File: config.mk
export PLATFORM = sky130hd
export DESIGN_NAME = mem_arbiter
export DESIGN_NICKNAME = d
export VERILOG_FILES = /design/src/rtl/mem_arbiter.sv
export SDC_FILE = /design/constraint.sdc
export NUM_CORES = 1
export LEC_CHECK = 0
export BUFFER_PORTS_ARGS = -buffer_cell sky130_fd_sc_hd__buf_2
export CAP_MARGIN = 25
export CORE_MARGIN = 4
export CORE_UTILIZATION = 46
export DETAILED_ROUTE_END_ITERATION = 8
export PLACE_DENSITY = 0.89
export SLEW_MARGIN = 5
export SYNTH_ARGS = -nofsm -noshare
export SYNTH_HDL_FRONTEND = slang
export SYNTH_SLANG_ARGS = --single-unit
File: constraint.sdc
create_clock -name wb_clk_i -period 4.73 [get_ports wb_clk_i]
set_input_delay 0 -clock wb_clk_i [delete_from_list [all_inputs] [get_ports wb_clk_i]]
set_output_delay 0 -clock wb_clk_i [all_outputs]
set_load 0.02 [all_outputs]
File: src/rtl/mem_arbiter.sv
// Single-port RAM arbiter for video, DMA and CPU masters.
// Fixed priority video > DMA > CPU, with a CPU anti-starvation guard and a BUSY watchdog.
module mem_arbiter #(
  parameter int AW      = 25,
  parameter int STARVE  = 4,
  parameter int TIMEOUT = 64
) (
  input  logic          wb_clk_i,
  input  logic          wb_rst_n_i,
  input  logic          cpu_cyc_i,
  input  logic          cpu_stb_i,
  input  logic          cpu_we_i,
  input  logic [1:0]    cpu_sel_i,
  input  logic [AW-1:0] cpu_adr_i,
  input  logic [15:0]   cpu_dat_i,
  output logic [15:0]   cpu_dat_o,
  output logic          cpu_ack_o,
  input  logic          vid_req_i,
  input  logic [AW-1:0] vid_adr_i,
  output logic [15:0]   vid_dat_o,
  output logic          vid_ack_o,
  input  logic          dma_req_i,
  input  logic          dma_we_i,
  input  logic [AW-1:0] dma_adr_i,
  input  logic [15:0]   dma_dat_i,
  output logic [15:0]   dma_dat_o,
  output logic          dma_ack_o,
  output logic          mem_req_o,
  output logic          mem_we_o,
  output logic [1:0]    mem_sel_o,
  output logic [AW-1:0] mem_adr_o,
  output logic [15:0]   mem_dat_o,
  input  logic [15:0]   mem_dat_i,
  input  logic          mem_rdy_i,
  output logic [1:0]    grant_o,
  output logic          err_o
);

  localparam int SW = (STARVE < 1) ? 1 : $clog2(STARVE + 1);
  localparam int TW = $clog2(TIMEOUT);
  localparam logic [SW-1:0] STARVE_MAX = SW'(STARVE);
  localparam logic [TW-1:0] TMO_LAST   = TW'(TIMEOUT - 1);

  localparam logic [1:0] G_NONE = 2'b00;
  localparam logic [1:0] G_VID  = 2'b01;
  localparam logic [1:0] G_DMA  = 2'b10;
  localparam logic [1:0] G_CPU  = 2'b11;

  typedef enum logic [1:0] {
    ST_IDLE = 2'd0,
    ST_BUSY = 2'd1,
    ST_DONE = 2'd2
  } state_t;

  state_t        state_r, state_s;
  logic [SW-1:0] starve_r, starve_s;
  logic [TW-1:0] tmo_r, tmo_s;
  logic          mem_req_r, mem_req_s;
  logic          mem_we_r, mem_we_s;
  logic [1:0]    mem_sel_r, mem_sel_s;
  logic [AW-1:0] mem_adr_r, mem_adr_s;
  logic [15:0]   mem_dat_r, mem_dat_s;
  logic [15:0]   rd_dat_r, rd_dat_s;
  logic [1:0]    grant_r, grant_s;
  logic          cpu_ack_r, cpu_ack_s;
  logic          vid_ack_r, vid_ack_s;
  logic          dma_ack_r, dma_ack_s;
  logic          err_r, err_s;
  logic          cpu_pend_s;
  logic [1:0]    win_s;

  assign cpu_pend_s = cpu_cyc_i & cpu_stb_i;

  // Next-state and next-register computation for arbitration, handshake and watchdog.
  always_comb begin
    state_s   = state_r;
    starve_s  = starve_r;
    tmo_s     = tmo_r;
    mem_req_s = mem_req_r;
    mem_we_s  = mem_we_r;
    mem_sel_s = mem_sel_r;
    mem_adr_s = mem_adr_r;
    mem_dat_s = mem_dat_r;
    rd_dat_s  = rd_dat_r;
    grant_s   = grant_r;
    cpu_ack_s = 1'b0;
    vid_ack_s = 1'b0;
    dma_ack_s = 1'b0;
    err_s     = 1'b0;
    win_s     = G_NONE;
    case (state_r)
      ST_IDLE: begin
        if (cpu_pend_s && (starve_r == STARVE_MAX)) begin
          win_s = G_CPU;
        end else if (vid_req_i) begin
          win_s = G_VID;
        end else if (dma_req_i) begin
          win_s = G_DMA;
        end else if (cpu_pend_s) begin
          win_s = G_CPU;
        end else begin
          win_s = G_NONE;
        end
        case (win_s)
          G_VID: begin
            mem_adr_s = vid_adr_i;
            mem_we_s  = 1'b0;
            mem_sel_s = 2'b11;
            mem_dat_s = 16'h0000;
          end
          G_DMA: begin
            mem_adr_s = dma_adr_i;
            mem_we_s  = dma_we_i;
            mem_sel_s = 2'b11;
            mem_dat_s = dma_dat_i;
          end
          G_CPU: begin
            mem_adr_s = cpu_adr_i;
            mem_we_s  = cpu_we_i;
            mem_sel_s = cpu_sel_i;
            mem_dat_s = cpu_dat_i;
          end
          default: begin
            mem_adr_s = mem_adr_r;
          end
        endcase
        if (win_s != G_NONE) begin
          mem_req_s = 1'b1;
          grant_s   = win_s;
          tmo_s     = {TW{1'b0}};
          state_s   = ST_BUSY;
          // Only a CPU that is actually waiting accumulates starvation credit.
          if ((win_s != G_CPU) && cpu_pend_s) begin
            starve_s = (starve_r == STARVE_MAX) ? starve_r : starve_r + SW'(1);
          end else begin
            starve_s = {SW{1'b0}};
          end
        end else begin
          grant_s = G_NONE;
        end
      end
      ST_BUSY: begin
        if (mem_rdy_i) begin
          mem_req_s = 1'b0;
          rd_dat_s  = mem_dat_i;
          vid_ack_s = (grant_r == G_VID);
          dma_ack_s = (grant_r == G_DMA);
          cpu_ack_s = (grant_r == G_CPU);
          state_s   = ST_DONE;
        end else if (tmo_r == TMO_LAST) begin
          mem_req_s = 1'b0;
          rd_dat_s  = 16'hFFFF;
          vid_ack_s = (grant_r == G_VID);
          dma_ack_s = (grant_r == G_DMA);
          cpu_ack_s = (grant_r == G_CPU);
          err_s     = 1'b1;
          state_s   = ST_DONE;
        end else begin
          tmo_s = tmo_r + TW'(1);
        end
      end
      ST_DONE: begin
        grant_s = G_NONE;
        tmo_s   = {TW{1'b0}};
        state_s = ST_IDLE;
      end
      default: begin
        mem_req_s = 1'b0;
        grant_s   = G_NONE;
        state_s   = ST_IDLE;
      end
    endcase
  end

  // State and output registers; asynchronous reset drops any in-flight access silently.
  always_ff @(posedge wb_clk_i or negedge wb_rst_n_i) begin
    if (!wb_rst_n_i) begin
      state_r   <= ST_IDLE;
      starve_r  <= {SW{1'b0}};
      tmo_r     <= {TW{1'b0}};
      mem_req_r <= 1'b0;
      mem_we_r  <= 1'b0;
      mem_sel_r <= 2'b00;
      mem_adr_r <= {AW{1'b0}};
      mem_dat_r <= 16'h0000;
      rd_dat_r  <= 16'h0000;
      grant_r   <= G_NONE;
      cpu_ack_r <= 1'b0;
      vid_ack_r <= 1'b0;
      dma_ack_r <= 1'b0;
      err_r     <= 1'b0;
    end else begin
      state_r   <= state_s;
      starve_r  <= starve_s;
      tmo_r     <= tmo_s;
      mem_req_r <= mem_req_s;
      mem_we_r  <= mem_we_s;
      mem_sel_r <= mem_sel_s;
      mem_adr_r <= mem_adr_s;
      mem_dat_r <= mem_dat_s;
      rd_dat_r  <= rd_dat_s;
      grant_r   <= grant_s;
      cpu_ack_r <= cpu_ack_s;
      vid_ack_r <= vid_ack_s;
      dma_ack_r <= dma_ack_s;
      err_r     <= err_s;
    end
  end

  assign mem_req_o = mem_req_r;
  assign mem_we_o  = mem_we_r;
  assign mem_sel_o = mem_sel_r;
  assign mem_adr_o = mem_adr_r;
  assign mem_dat_o = mem_dat_r;
  assign cpu_dat_o = rd_dat_r;
  assign vid_dat_o = rd_dat_r;
  assign dma_dat_o = rd_dat_r;
  assign cpu_ack_o = cpu_ack_r;
  assign vid_ack_o = vid_ack_r;
  assign dma_ack_o = dma_ack_r;
  assign grant_o   = grant_r;
  assign err_o     = err_r;

endmodule
==> results.tsv, run 1 <==
metric	value	unit
Iter 0 DRT Violations	280	
via count	4226	
CP startpoint kind	register	
post-synth net total	491	
WL/cell	18.7	um
cts bufs inserted	9	
Syn Inst Count	354	
total length of routed met3 wires	1.34	mm
Place WS	2290	ps
Critical Path, Cell by Cell	inv_1 > ha_1 > nand2_1 > a22o_1 > a222oi_1 > dlygate4sd3_1 > o21ai_0	
slowest library cell on the worst path	a22o_1	
DRT Pass-1 Iters	6	
DR DRC count	0	
most common cell in the netlist	dfrtp_1	
metal1 wirelength	4.77	mm
Worst setup endpoint	mem_adr_o[2]	
worst reg2reg startpoint	starve_r[0]	
Synth Cell Area	3680	um2
Die Y	97.5	um
Routed Antenna Nets	0	
layout cells sized above 1	39.9	%
# IOs	233	
Worst path depth	7	
R2R Setup Slk	1800	ps
Clock transition at path regs	80	ps
pwr dens	598	nW/um2
Total Wirelength	14.1	mm
# Post-CTS Setup Buffers	0	
Fmax achieved	0.341	GHz
area fraction of the dominant cell type after synthesis	53.0	%
initial core utilization	47.4	%
critical path startpoint	starve_r[0]	
Worst R2R Path Depth	7	
Sinks on Clock Net	78	
CTS tree	built	
count of non-filler cells in the finished layout	752	
vias in the first global route	4474	
RR Endpoint	mem_adr_o[2]	
Die X	97.5	um
worst setup margin	1800	ps
# rows	32	
Pleak	2.93	nW
RSZ-0062 raised after global routing	false	
leading area contributor after synthesis	dfrtp_1	
setup TNS	0	ps
worst hold-check path type	primary input to register	
endpoint class of the critical path	register	
Critical Path AT	3170	ps
final setup fails	0	
violations in the final reports	hold timing	
Slew HR	28.2	%
nets@finish	781	
Yosys reg bits	78	
Syn Area/Cell	10.4	um2
Max clock buf depth	2	
WS Path Type	register to register	
Post-synth EDFFs	0	
first-pass GRT wire length	22.0	mm
pin count of the biggest net entering global routing	79	
WHS	-1.35	ps
Critical Path RT	4980	ps
total congestion overflow	0	
cell total after placement	632	
asr flop ratio synth	100	%
max incr delay on CP	890	ps
Core Footprint	7770	um2
outcome	complete, but fails checks	
Slew Viols, Final	0	
GRT Util Overall	28.8	%
total power draw	3.56	mW
max-cap violation count	0	
Netlist cell types	42	
Root Driver	clkbuf_8	
CP delay by family, top	compound AO/OA/AOI/OAI gates	
Worst VDD drop	341	uV
GPL Wtd Cong	0.794	
Die ar.	9510	um2
Period Utilization, post-route	61.9	%
Area contributors post-synth	dfrtp_1, buf_4, a222oi_1, o22a_1, nor2_1	
initial antenna violation count	0	
Worst Path Max Fanout	26	
synth warn	0	
post-synthesis sequential area ratio	53.0	%
Tightest Pin Transition	1080	ps
IO Port Bufs	232	
worst skew pair latency	340	ps
ys flop type	dfrtp_1	
Worst Skew	8.24	ps
Met2 Wirelength	7.28	mm
CP Buf/Inv Count	2	
Final Hold Viols	1	
Layout Area Growth over Synthesis	61.5	%
detailed placer's ending HPWL	8.19	mm
H-tree Lvls	3	
top cells by count, synth	dfrtp_1, nor2_1, nand2_1	
Tmin final	2930	ps
post-DR vias/cell	5.62	
DR top layer	met4	
[state kept, by name (all words and copies together) (netlist names), 2 cells and up]
name	count
starve_r	3
state_r	2
mem_dat_o	16
mem_sel_o	2
tmo_r	6
cpu_dat_o	16
grant_o	2
mem_adr_o	25
[layout by cell type (no fill, tap or decap), types with 3 or more instances in the layout]
cell type      Yosys  final
a222oi_1          25     25
nor3_1             4      3
a221oi_1          17     17
o21ai_0           26     26
nand3_1            3      3
buf_2             13    231
nor2_1            41     41
ha_1               3      3
nand2_1           36     36
dfrtp_1           78     78
dlygate4sd3_1      0    100
a21oi_1            4      4
nor2b_1            5      5
inv_1              5      5
clkbuf_8           0      9
a31oi_1            3      3
o22a_1            18     18
[cell families after synthesis]
| family | after synthesis | synth area share, % |
|---|---|---|
| AOI/OAI and AO/OA | 105 | 22.2 |
| and+or+nand+nor | 103 | 12.5 |
| DFF | 78 | 53.0 |
| buffers and inverters | 63 | 10.7 |
| adders and majority gates | 3 | 1.02 |
| muxes | 2 | 0.543 |
[power by group]
part / internal, mW / switching [mW]
logic: 0.702 / 1.12
clock network: 0.297 / 0.250
registers: 0.959 / 0.231
[tightest hold or removal path: stages]
cell      delay [ps]
buf_2             80
a222oi_1          70
o21ai_0          160
[cell type report]
type / instances / area (um2)
Timing Repair Buffer: 337 / 2270
Sequential cell: 78 / 1950
Fill cell: 506 / 1820
Multi-Input combinational cell: 213 / 1370
Clock buffer: 10 / 128
Tap cell: 102 / 128
Clock inverter: 6 / 86.3
Inverter: 5 / 18.8
Antenna cell: 1 / 2.50
[worst min path at each step]
stage / from / end / slack (ps) / cells past startpoint
2_1_floorplan: wb_rst_n_i / cpu_ack_o / -300 / 0
3_5_place_dp: wb_rst_n_i / mem_adr_o[19] / 210 / 1
5_1_grt: dma_adr_i[15] / mem_adr_o[15] / 30 / 3
4_1_cts: vid_adr_i[24] / mem_adr_o[24] / 9 / 3
3_3_place_gp: wb_rst_n_i / cpu_dat_o[9] / 200 / 1
6_report: dma_adr_i[8] / mem_adr_o[8] / -1 / 3
[repair_timing]
item	4_1_cts	5_1_grt
hold endpoints to repair	138	0
gates resized for setup	0	0
hold buffers	100	0
[through the flow]
step           area, um2  utilization, %
2_1_floorplan       3680               -
3_3_place_gp        4640            59.7
3_5_place_dp        4670            60.1
4_1_cts             5880            75.7
5_1_grt             5950            76.6
6_report            5950            76.6
[layer usage]
metal,up-vias,global-route usage (%)
li1,1856,-
met1,1996,30.6
met4,0,15.8
met2,309,50.8
met5,-,0
met3,65,8.47
Power figures use the tool's default switching activity.
==> inputs of run 2 (changes only) <==
Settings changed: ABC_AREA set to 1, CORE_UTILIZATION 46 to 42, PLACE_DENSITY 0.89 to 0.81.
Clock period 4.73 ns to 2.5 ns, I/O delays scaled along.
==> results.tsv, run 2 <==
metric	value	unit	change
layout cells sized above 1	35.3	%	-4.6 points
Pleak	3.53	nW	+21%
Routed Antenna Nets	0		unchanged
WL/cell	14.9	um	-21%
internal power	3.37	mW	+72%
Tightest Pin Transition	535	ps	-542 ps
post-synthesis sequential area ratio	42.9	%	-10 points
Clock transition at path regs	100	ps	+20 ps
Finished Cell Area	6460	um2	+8.6%
WS Path Type	register to register		
Die ar.	12600	um2	+32%
Core Footprint	10400	um2	+34%
# rows	37		+16%
fill count	891		+76%
via count	4989		+18%
leading area contributor after synthesis	dfrtp_1		
post-synthesis mux area share	0	%	-0.54 points
endpoint class of the critical path	register		
Period Utilization, post-route	93.1	%	+31 points
GRT Util Overall	22.6	%	-6.2 points
CTS tree	built		
initial antenna violation count	1		+1
outcome	complete, no violations		
post-synth net total	735		+50%
Ant. Diodes	0		-1
Max clock buf depth	2		unchanged
Tmin final	2330	ps	-601 ps
final setup fails	0		unchanged
Netlist cell types	31		-26%
nets@finish	990		+27%
Layout Area Growth over Synthesis	42.0	%	
post-DR vias/cell	5.02		-11%
initial core utilization	43.7	%	-3.8 points
H-tree Lvls	3		unchanged
Syn Inst Count	598		+69%
most frequent CP cell	nor2_1		
worst hold-check path type	primary input to register		
most common cell after layout, fill and taps aside	buf_2		
vias in the first global route	4943		+10%
detailed placer's ending HPWL	9.53	mm	+16%
Post-Synth Simple-Gate Area	38.1	%	+26 points
cts bufs inserted	9		unchanged
Synth Cell Area	4550	um2	+23%
Slew Viols, Final	0		unchanged
pin count of the biggest net entering global routing	79		unchanged
slowest library cell on the worst path	dlygate4sd3_1		
Clk pwr share	14.3	%	-1.1 points
final core utilization	62.0	%	-15 points
asr flop ratio synth	100	%	unchanged
number of flip-flops in the largest register	25		unchanged
Area after DPL	5480	um2	+18%
synth warn	0		unchanged
Root Driver	clkbuf_8		
# IOs	233		unchanged
Worst VDD drop	690	uV	+100%
first-pass GRT wire length	23.2	mm	+5.5%
max-cap violation count	0		unchanged
Critical Path RT	2750	ps	-2230 ps
Fmax achieved	0.430	GHz	+26%
IO Port Bufs	232		unchanged
Iter 0 DRT Violations	284		+1.4%
top cells by count, synth	nand2_1, nor2_1, dfrtp_1		
DRT Pass-1 Iters	8		+2
total congestion overflow	0		unchanged
Slew HR	64.1	%	+36 points
max incr delay on CP	560	ps	-330 ps
Worst Skew	18.8	ps	+10.5 ps
Post-synth EDFFs	0		unchanged
area fraction of the dominant cell type after synthesis	42.9	%	-10 points
DR DRC count	0		unchanged
combinational family with the most area after synthesis	simple AND/OR/NAND/NOR gates		
area share of fa/ha/maj cells after synthesis	0.825	%	-0.19 points
Total Wirelength	14.8	mm	+5.0%
WHS	3.69	ps	+5.04 ps
pwr dens	1020	nW/um2	+71%
CP startpoint kind	register		
Die X	112	um	+15%
Synth Area in XOR/XNOR	0.192	%	+0.19 points
NetSw	3.24	mW	+100%
Yosys reg bits	78		unchanged
Sinks on Clock Net	78		unchanged
ys flop type	dfrtp_1		
Critical Path AT	2580	ps	-590 ps
total power draw	6.61	mW	+86%
worst skew pair latency	360	ps	+20 ps
# Post-CTS Setup Buffers	0		unchanged
switching share of power	49.0	%	+4.0 points
GPL Wtd Cong	0.820		+3.3%
combinational power share	52.7	%	+1.5 points
Compound-Gate Fraction of Synth Area	4.56	%	-18 points
Area contributors post-synth	dfrtp_1, nand2_1, nor2_1, nand3_1, buf_4		
Syn Area/Cell	7.61	um2	-27%
most frequent cells in the layout	buf_2, nand2_1, nor2_1, dfrtp_1, nand3_1		
Reg power frac	33.1	%	-0.3 points
Worst Path Max Fanout	20		-23%
Critical Path, Cell by Cell	inv_1 > ha_1 > nand2_1 > inv_2 > nand2_4 > nand3_4 > nand2_8 > nor2_2 > nor2_1 > dlygate4sd3_1 > nor2_1		
Die Y	112	um	+15%
Final Hold Viols	0		-1
run 2: changes by cell type in the layout (fill, tap and decap cells not counted), sizes merged, moves of 25 or more:
cell         delta
dlygate4sd3    -27
inv            +42
a222oi         -25
nand4          +42
nand2          +83
nand3          +74
nor2           +89
run 2: critical path: cells and delay by family (launching register included):
family,cells,cell delay (ps)
adder cells (fa/ha/maj),1,190
flip-flops,1,360
AND/OR/NAND/NOR,7,990
buffers and inverters,3,680
run 2: cells by family after synthesis:
group                      after synthesis
AOI/OAI and AO/OA                       34
and+or+nand+nor                        371
buffers and inverters                  111
adders and majority gates                3
xor gates and xnor gates                 1
DFF                                     78
run 2: per-stage QoR:
stage	std cells	TNS, ps	setup WS, ps
5_1_grt	994	-3.47	-3.47
6_report	994	0	172
3_5_place_dp	903	0	553
3_3_place_gp	903	0	591
4_1_cts	992	0	47.6
2_1_floorplan	598	0	1030
run 2: cell type report:
class | count | area [um2] | share of cell area [%]
tap | 136 | 170 | 2.63
sequential | 78 | 1950 | 30.2
timing repair buffer | 311 | 1970 | 30.5
clock inverter | 7 | 75.1 | 1.16
multi-input combinational | 410 | 2010 | 31.1
inverter | 43 | 161 | 2.50
clock buffer | 9 | 124 | 1.92
run 2: routing by layer:
| layer | GRT usage (%) | vias up | wire length [um] |
|---|---|---|---|
| li1 | - | 2423 | - |
| met1 | 25.1 | 2229 | 5590 |
| met2 | 40.4 | 274 | 7300 |
| met3 | 5.07 | 61 | 1220 |
| met4 | 11.5 | 2 | 680 |
| met5 | 0 | - | 7 |
run 2: path summary, 6_finish.rpt:
path                                    start            end  slack [ps]  cells past startpoint
min in group asynchronous          wb_rst_n_i   cpu_dat_o[0]         140                      2
worst max-delay path              starve_r[0]  mem_adr_o[17]         170                     11
worst min-delay path            cpu_adr_i[20]  mem_adr_o[20]           4                      5
worst min register to register   mem_dat_o[0]   mem_dat_o[0]         480                      2
worst max register to register    starve_r[0]  mem_adr_o[17]         170                     11
max in group asynchronous          wb_rst_n_i   mem_dat_o[6]        1750                      3
run 2: timing repair:
| item | in CTS | in global routing |
|---|---|---|
| setup endpoints to repair | 0 | 18 |
| hold buffers | 73 | 0 |
| gates resized for setup | 0 | 4 |
| endpoints found under the hold margin | 131 | 0 |
run 2: power groups by stage:
stage | clock (mW) | sequential (mW) | combinational [mW]
2_1_floorplan | 0 | 2.79 | 1.93
3_3_place_gp | 0 | 2.19 | 3.32
3_5_place_dp | 0 | 2.19 | 3.37
4_1_cts | 0.967 | 2.18 | 3.47
5_1_grt | 1.01 | 2.27 | 3.78
6_report | 0.944 | 2.19 | 3.48
